$ cat src/rtl/s2p_frame_ctrl.sv
// Sequencer for the s2p shifter: hunts for SYNC_WORD, slices the payload into BIT-bit words and hands them out
// through a one-entry valid/ready buffer. Optional hunt timeout is built when S2P_FRAME_CTRL_TIMEOUT_EN is defined.
module s2p_frame_ctrl #(
   parameter int               BIT          = 10,
   parameter logic [BIT-1:0]   SYNC_WORD    = 10'b1011001101,
   parameter int               FRAME_WORDS  = 4,
   parameter int               HUNT_TIMEOUT = 1024
) (
   input  logic           clk,
   input  logic           rst,
   input  logic           start,
   input  logic           abort,
   output logic           s2p_en,
   input  logic [BIT-1:0] s2p_dout,
   output logic [BIT-1:0] word_data,
   output logic           word_valid,
   input  logic           word_ready,
   output logic           word_last,
   output logic           locked,
   output logic           busy,
   output logic           overflow,
   output logic           timeout
);

   localparam int             CW     = $clog2(BIT + 1);
   localparam logic [CW-1:0]  BIT_C  = CW'(BIT);
   localparam logic [CW-1:0]  ONE_C  = CW'(1);
   localparam logic [7:0]     LAST_W = 8'(FRAME_WORDS - 1);

   typedef enum logic [1:0] {IDLE, HUNT, COLLECT} state_t;

   state_t          state_q, state_d;
   logic [CW-1:0]   fill_q, fill_d;
   logic [CW-1:0]   cnt_q, cnt_d;
   logic [7:0]      wcnt_q, wcnt_d;
   logic            en_q, en_d;
   logic [BIT-1:0]  data_q, data_d;
   logic            valid_q, valid_d;
   logic            last_q, last_d;
   logic            ovf_q, ovf_d;
   logic            capture, xfer;

`ifdef S2P_FRAME_CTRL_TIMEOUT_EN
   localparam int             HW        = $clog2(HUNT_TIMEOUT + 1);
   localparam logic [HW-1:0]  HUNT_LAST = HW'(HUNT_TIMEOUT - 1);
   logic [HW-1:0]   hcnt_q, hcnt_d;
   logic            tmo_q, tmo_d;
`endif

   always_comb begin
      state_d = state_q;
      fill_d  = fill_q;
      cnt_d   = cnt_q;
      wcnt_d  = wcnt_q;
      data_d  = data_q;
      valid_d = valid_q;
      last_d  = last_q;
      ovf_d   = ovf_q;
      capture = 1'b0;
`ifdef S2P_FRAME_CTRL_TIMEOUT_EN
      hcnt_d  = hcnt_q;
      tmo_d   = tmo_q;
`endif
      xfer = valid_q & word_ready;

      if (abort) begin
         state_d = IDLE;
      end else begin
         case (state_q)
            IDLE: begin
               if (start) begin
                  state_d = HUNT;
                  fill_d  = '0;
                  ovf_d   = 1'b0;
`ifdef S2P_FRAME_CTRL_TIMEOUT_EN
                  tmo_d   = 1'b0;
                  hcnt_d  = '0;
`endif
               end
            end
            HUNT: begin
               if (fill_q != BIT_C) fill_d = fill_q + 1'b1;
               // a match needs BIT shifts since entry so stale shifter contents never qualify
               if (fill_q == BIT_C && s2p_dout == SYNC_WORD) begin
                  state_d = COLLECT;
                  cnt_d   = ONE_C;
                  wcnt_d  = '0;
               end
`ifdef S2P_FRAME_CTRL_TIMEOUT_EN
               else if (hcnt_q == HUNT_LAST) begin
                  state_d = IDLE;
                  tmo_d   = 1'b1;
               end
               hcnt_d = hcnt_q + 1'b1;
`endif
            end
            COLLECT: begin
               if (cnt_q == BIT_C) begin
                  capture = 1'b1;
                  cnt_d   = ONE_C;
                  wcnt_d  = wcnt_q + 1'b1;
                  if (wcnt_q == LAST_W) state_d = IDLE;
               end else begin
                  cnt_d = cnt_q + 1'b1;
               end
            end
            default: state_d = IDLE;
         endcase
      end

      // a word that finds the buffer occupied and not draining is dropped, but still counts toward the frame
      if (capture && valid_q && !word_ready) begin
         ovf_d = 1'b1;
      end else if (capture) begin
         data_d  = s2p_dout;
         valid_d = 1'b1;
         last_d  = (wcnt_q == LAST_W);
      end else if (xfer) begin
         valid_d = 1'b0;
         last_d  = 1'b0;
      end

      en_d = (state_d != IDLE);
   end

   always_ff @(posedge clk) begin
      if (rst) begin
         state_q <= IDLE;
         fill_q  <= '0;
         cnt_q   <= '0;
         wcnt_q  <= '0;
         en_q    <= 1'b0;
         data_q  <= '0;
         valid_q <= 1'b0;
         last_q  <= 1'b0;
         ovf_q   <= 1'b0;
`ifdef S2P_FRAME_CTRL_TIMEOUT_EN
         hcnt_q  <= '0;
         tmo_q   <= 1'b0;
`endif
      end else begin
         state_q <= state_d;
         fill_q  <= fill_d;
         cnt_q   <= cnt_d;
         wcnt_q  <= wcnt_d;
         en_q    <= en_d;
         data_q  <= data_d;
         valid_q <= valid_d;
         last_q  <= last_d;
         ovf_q   <= ovf_d;
`ifdef S2P_FRAME_CTRL_TIMEOUT_EN
         hcnt_q  <= hcnt_d;
         tmo_q   <= tmo_d;
`endif
      end
   end

   assign s2p_en     = en_q;
   assign word_data  = data_q;
   assign word_valid = valid_q;
   assign word_last  = last_q;
   assign overflow   = ovf_q;
   assign locked     = (state_q == COLLECT);
   assign busy       = (state_q != IDLE);
`ifdef S2P_FRAME_CTRL_TIMEOUT_EN
   assign timeout    = tmo_q;
`else
   assign timeout    = 1'b0;
`endif

endmodule

$ cat config.mk
export PLATFORM = sky130hd
export DESIGN_NAME = s2p_frame_ctrl
export DESIGN_NICKNAME = d
export VERILOG_FILES = /design/src/rtl/s2p_frame_ctrl.sv
export SDC_FILE = /design/constraint.sdc
export NUM_CORES = 1
export LEC_CHECK = 0
export ABC_AREA = 1
export BUFFER_PORTS_ARGS = -buffer_cell sky130_fd_sc_hd__buf_2
export CORE_MARGIN = 2
export CORE_UTILIZATION = 50
export CTS_CLUSTER_DIAMETER = 50
export DETAILED_ROUTE_END_ITERATION = 10
export HOLD_SLACK_MARGIN = 0.05
export MAX_ROUTING_LAYER = met4
export PLACE_DENSITY = 0.73
export SYNTH_ARGS = -nofsm -noshare
export SYNTH_HDL_FRONTEND = slang
export SYNTH_SLANG_ARGS = --single-unit
$ cat constraint.sdc
create_clock -name clk -period 4 [get_ports clk]
set_input_delay 0.8 -clock clk [delete_from_list [all_inputs] [get_ports clk]]
set_output_delay 0.8 -clock clk [all_outputs]
set_load 0.005 [all_outputs]
Word-level counts from Yosys, hierarchy flattened
Index checks and enable logic that the tools add are counted.
W data, S select, Z words.
{ "op_classes": {"n_addsub": 3, "eq_ne": 12, "muxes": 25, "n_bitwise": 3, "n_reduce_logical": 18} }
{ "ops": {"columns": ["operator", "count"], "rows": [
  ["$mux W4", 4],
  ["$mux W8", 2],
  ["$pmux W4 S2", 2],
  ["$pmux W8 S2", 1],
  ["$reduce_bool A2 Y1", 7],
  ["$eq A10 B10 Y1 const B", 1],
  ["$mux W1", 10],
  ["$mux W2", 5],
  ["$add A4 B1 Y4 const B", 2],
  ["$add A8 B1 Y8 const B", 1],
  ["$eq A4 B4 Y1 const B", 2],
  ["$eq A8 B2 Y1 const B", 1],
  ["$reduce_and A4 Y1", 2],
  ["$ne A2 B2 Y1 const B", 3],
  ["$pmux W2 S3", 1],
  ["$reduce_and A3 Y1", 2],
  ["$ne A2 B1 Y1 const B", 2],
  ["$ne A4 B4 Y1 const B", 1],
  ["$reduce_and A2 Y1", 2],
  ["$logic_and A1 B1 Y1", 3],
  ["$eq A2 B1 Y1 const B", 1],
  ["$eq A2 B2 Y1 const B", 1],
  ["$logic_not A2 Y1", 1],
  ["$not A1 Y1", 2],
  ["2 further kinds", 2]
]} }
{ "word_totals": {"reg_bits": 32, "inputBits": 15, "word_cells": 70} }

Logic depth before layout (Yosys ltp)
{ "logic_depth": {"word_depth": 8, "ltp_mapped": 10, "ltp_nobuf": 10} }

Least setup slack after synthesis
OpenSTA, ideal clock, no wires.
{ "synth_timing": {"path_type": "input -> register", "startpoint": "input port s2p_dout[0]", "endpoint": "register wcnt_q[3]", "setup_ns": 0.070, "arrival_ns": 1.514, "path_slack_ns": 2.415, "cell_stages": 9, "path_buffers": 1, "path_cell_list": "inv_1 nor2_1 nand2_1 nor2_1 nand2_1 nand2_4 buf_6 nand3_1 a21oi_1"} }
{ "synth_between": {"elab_chain_cells": 4} }
{ "synth_rtl": {"columns": ["element", "line_no", "rtl"], "rows": [
  ["start, declared", "14", "input logic [BIT-1:0] s2p_dout,"],
  ["$eq A10 B10 Y1", "84", "if (fill_q == BIT_C && s2p_dout == SYNC_WORD) begin"],
  ["$logic_and A1 B1 Y1", "84", null],
  ["$ne A2 B2 Y1 (no source line)", null, null],
  ["$reduce_and A4 Y1 (no source line)", null, null],
  ["end signal, assigned", "145", "wcnt_q <= wcnt_d;"],
  ["end, declared", "35", "logic [7:0] wcnt_q, wcnt_d;"]
]} }
No other way between the ends.
A chain may end at the register's enable or synchronous reset.

Worst setup path after layout
{ "layout_timing": {"startpoint": "register state_q[0]", "endpoint": "output port busy"} }
{ "layout_between": {"elab_chain_cells": 1} }
{ "layout_rtl": {"columns": ["element", "line_no", "rtl"], "rows": [
  ["start, declared", "32", "state_t state_q, state_d;"],
  ["start signal, assigned", "142", "state_q <= state_d;"],
  ["$reduce_bool A2 Y1", "164", "assign busy = (state_q != IDLE);"],
  ["end, declared", "20", "output logic busy,"]
]} }
No other way between the ends.

==> results by stage <==
Run status:
- The run finished with clean final reports.

Floorplanning:
- The vertical die dimension is 64.1 um.
- The number of cell rows is 21.
- The initial utilization of the core area, before any placement, comes to 53.3%.
- For this design the top-level I/O count stands at 32.
- The die width is 64.1 um.
- The area enclosed by the die boundary is 0.00411 mm2.
- The area inside the core boundary is 0.00339 mm2.

Routing:
- After detailed routing, the number of remaining DRC violations is 0.
- In this run, the number of DRC markers left after iteration 0 of detailed routing was 110.
- The total routed wirelength is 3720 um.
- In the detailed route, the total length drawn on met2 is 1780 um.
- For this block, wires on met1 add up to 1690 um.
- The uppermost layer routed is met4.
- The number of nets still failing antenna checks after routing is 0.
- The average wire length per cell after detail routing is 11.0 um.
- The detailed-routing iteration count for the pre-antenna-repair pass is 5.
- After detailed routing, the number of vias per cell comes to 4.99.
- Summed over all nets, wire length on met3 after detailed routing comes to 191 um.
- The total number of vias is 1680.

STA:
- The number of setup violations in the final report is 0.
- The worst pin sits at a relative slew slack of 66.3%.
- The total negative setup slack is 0 ns.
- On the final layout, the worst clock skew is 0.00626 ns.
- Setup repair after global routing left no endpoint under its margin.
- The clock period could shrink to 2.03 ns.
- For the pin with the worst max-slew slack, the measured transition is 0.505 ns.
- Of the available clock period, the critical path in the final layout requires 50.8%.
- The max-slew violation total from the final report is 0.
- The maximum clock frequency is 492 MHz.
- The number of hold violations in the final report is 0.

Power and ir drop:
- The internal portion of total power is 505 uW.
- For this design the static power due to leakage is 0.000884 uW.
- The net switching component of the power is 149 uW.
- The combinational power share is 7.3%.
- The switching fraction of total power is 22.8%.
- The worst-case IR drop observed on VDD is 0.211 mV.
- In this run the power density over the cells is 320 mW/mm2.
- The clock power share is 43.0%.
- Of the total power, registers draw 49.7%.

Finish:
- Cells with a size suffix above 1 make up 17.5% of the layout.
- The area added between synthesis and finish is 13.2%.
- The count of cells in the finished layout, fillers not included, comes to 337.
- Leaving out fill and tap cells, the most frequent cells in the layout are 67 x sky130_fd_sc_hd__nand2_1, 33 x sky130_fd_sc_hd__nand3_1, 32 x sky130_fd_sc_hd__dfxtp_1.
- The number of antenna diodes in the final layout is 0.
- The most frequent standard cell in the layout excluding fill and tap cells is sky130_fd_sc_hd__nand2_1.
- The number of filler instances in the final layout is 329.
- After the last flow step, the layout net total stands at 314.

Clocking:
- Counting every sink on the clock net gives 32.
- The H-tree was split into 2 levels.
- In this run, post-CTS repair resized a total of 0 instances.
- After clock tree synthesis, the clock-pin slew on the worst setup and hold paths is 0.10 ns.
- The insertion delay to the later sink of the worst-skew pair is 0.34 ns.
- In this run the deepest clock path goes through 2 buffers.
- CTS placed an instance of sky130_fd_sc_hd__clkbuf_4 at the clock tree root.
- The buffers inserted during post-CTS setup optimization is 0.
- The clock tree from TritonCTS is built.
- The number of clock buffers added by TritonCTS is 5.
- The number of hold buffers added after CTS was 0.

Global route:
- The first-pass GRT wire length is 6560 um.
- The initial antenna violation count is 0.
- In the global route stage, overall resource usage came out at 20.9%.
- The total congestion overflow is 0.
- Entering global routing, the biggest net connects 29 pins.
- The number of global-route vias before repair is 1543.

Placement:
- After legalization and detailed placement, the total HPWL measured 2670 um.
- The number of I/O port buffers is 30.
- Counting tap cells, the placed design contains a total of 329 instances.
- The global placer's final weighted congestion is 0.846.

Logic synthesis:
- The net count of the mapped netlist is 286.
- The mean cell area of the mapped netlist is 6.89 um2.
- Counting distinct cell types in the post-synthesis netlist gives 28.
- After synthesis, flip-flops and latches occupy 35.5% of the total area.
- The register bit total from synthesis is 32.
- The synthesized netlist occupies a cell area of 0.00181 mm2.
- During synthesis, Yosys emitted a total of 0 warnings.
- The number of instances in the synthesized netlist is 262.

Hold path:
- In this run the worst hold path is classified as reg2reg.

Setup path:
- STA classifies the critical path endpoint as a primary output.
- At the worst endpoint, the arrival time is 1.23 ns.
- The maximum net fanout on the critical path is 3.
- The critical path required time is 3.20 ns.
- The worst setup path is of the reg2out kind.
- The kind of launch point of the worst setup path is a flip-flop.

Run:
- The tool flagged a number of max-cap violations equal to 0.
==> critical path, stage by stage (launching register included) <==
cell                      delay, ns
sky130_fd_sc_hd__dfxtp_1       0.37
sky130_fd_sc_hd__inv_1         0.08
sky130_fd_sc_hd__ha_1          0.24
sky130_fd_sc_hd__inv_1         0.10
sky130_fd_sc_hd__buf_2         0.12
==> cell type report <==
class	instances	area [um2]	share of cell area, %
clock inverter	1	30.0	1.47
tap	46	57.6	2.82
inverter	32	120	5.88
clock buffer	7	65.1	3.18
multi-input combinational	189	980	47.9
timing repair buffer	30	150	7.35
sequential	32	641	31.4
==> final timing paths <==
check                                  start  depth (start not counted)            to  slack [ns]
worst max-delay path              state_q[0]                          4          busy        1.97
worst min-delay path            word_data[6]                          2  word_data[6]        0.47
worst max register to register    state_q[0]                          7  word_data[9]        2.06
worst min register to register  word_data[6]                          2  word_data[6]        0.47
==> routing by layer <==
layer	GRT usage, %	up-vias
li1	-	897
met1	25.3	734
met2	33.3	43
met3	5.99	6
met4	7.71	0
met5	-	-
==> cells in the mapped netlist <==
cell type | instances | area share, %
sky130_fd_sc_hd__inv_2 | 2 | 0.42
sky130_fd_sc_hd__nand2_2 | 1 | 0.35
sky130_fd_sc_hd__nor3_1 | 2 | 0.55
sky130_fd_sc_hd__conb_1 | 1 | 0.21
sky130_fd_sc_hd__a211oi_1 | 1 | 0.42
sky130_fd_sc_hd__ha_1 | 9 | 6.2
sky130_fd_sc_hd__nor3_4 | 1 | 0.90
sky130_fd_sc_hd__nand4_1 | 4 | 1.4
sky130_fd_sc_hd__o21ai_0 | 4 | 1.1
sky130_fd_sc_hd__clkinv_1 | 1 | 0.21
sky130_fd_sc_hd__xor2_1 | 2 | 0.97
sky130_fd_sc_hd__nand2_1 | 67 | 14
sky130_fd_sc_hd__nor2_4 | 2 | 1.2
sky130_fd_sc_hd__buf_6 | 3 | 1.9
sky130_fd_sc_hd__o21ai_2 | 1 | 0.49
sky130_fd_sc_hd__a21oi_2 | 2 | 0.97
sky130_fd_sc_hd__clkbuf_1 | 3 | 0.62
sky130_fd_sc_hd__a31oi_1 | 1 | 0.35
sky130_fd_sc_hd__a21oi_1 | 28 | 7.8
sky130_fd_sc_hd__buf_4 | 2 | 0.83
sky130_fd_sc_hd__buf_2 | 1 | 0.28
sky130_fd_sc_hd__nand3_1 | 33 | 9.1
sky130_fd_sc_hd__nand3_2 | 1 | 0.55
sky130_fd_sc_hd__nand2_4 | 3 | 1.9
sky130_fd_sc_hd__dfxtp_1 | 32 | 35
sky130_fd_sc_hd__inv_1 | 29 | 6.0
sky130_fd_sc_hd__nor3b_1 | 2 | 0.83
sky130_fd_sc_hd__nor2_1 | 24 | 5.0
==> per-stage QoR <==
step	hold slack, ns	area (um2)	power (uW)	util, %	worst slack [ns]
5_1_grt	0.491	2040	681	60.3	1.79
2_1_floorplan	0.449	1810	365	-	2.42
6_report	0.468	2040	654	60.3	1.97
3_3_place_gp	0.447	1950	379	57.5	2.05
3_5_place_dp	0.451	1950	380	57.5	2.01
4_1_cts	0.471	2040	659	60.3	1.95
==> power groups by stage <==
| stage | logic, uW | registers [uW] | clock network, uW |
|---|---|---|---|
| after floorplan | 32.7 | 332 | 0 |
| after global placement | 47.0 | 332 | 0 |
| after detailed placement | 47.3 | 333 | 0 |
| after CTS | 47.6 | 325 | 286 |
| after global routing | 54.1 | 326 | 301 |
| final | 47.5 | 325 | 281 |
==> flip-flops by register name, summed over array words and instances, names as in the netlist <==
name and flops:
word_last 1, word_data 10, wcnt_q 8, cnt_q 4, overflow 1, word_valid 1
s2p_en 1, fill_q 4, state_q 2
==> kinds of logic after synthesis <==
group / Yosys count / synth area share [%]
fa+ha+maj: 9 / 6.24
flops: 32 / 35.5
other cells: 1 / 0.208
buf+inv: 41 / 10.3
compound gates: 37 / 11.1
xor+xnor: 2 / 0.970
simple gates: 140 / 35.8
(Power assumes the default switching activity.)
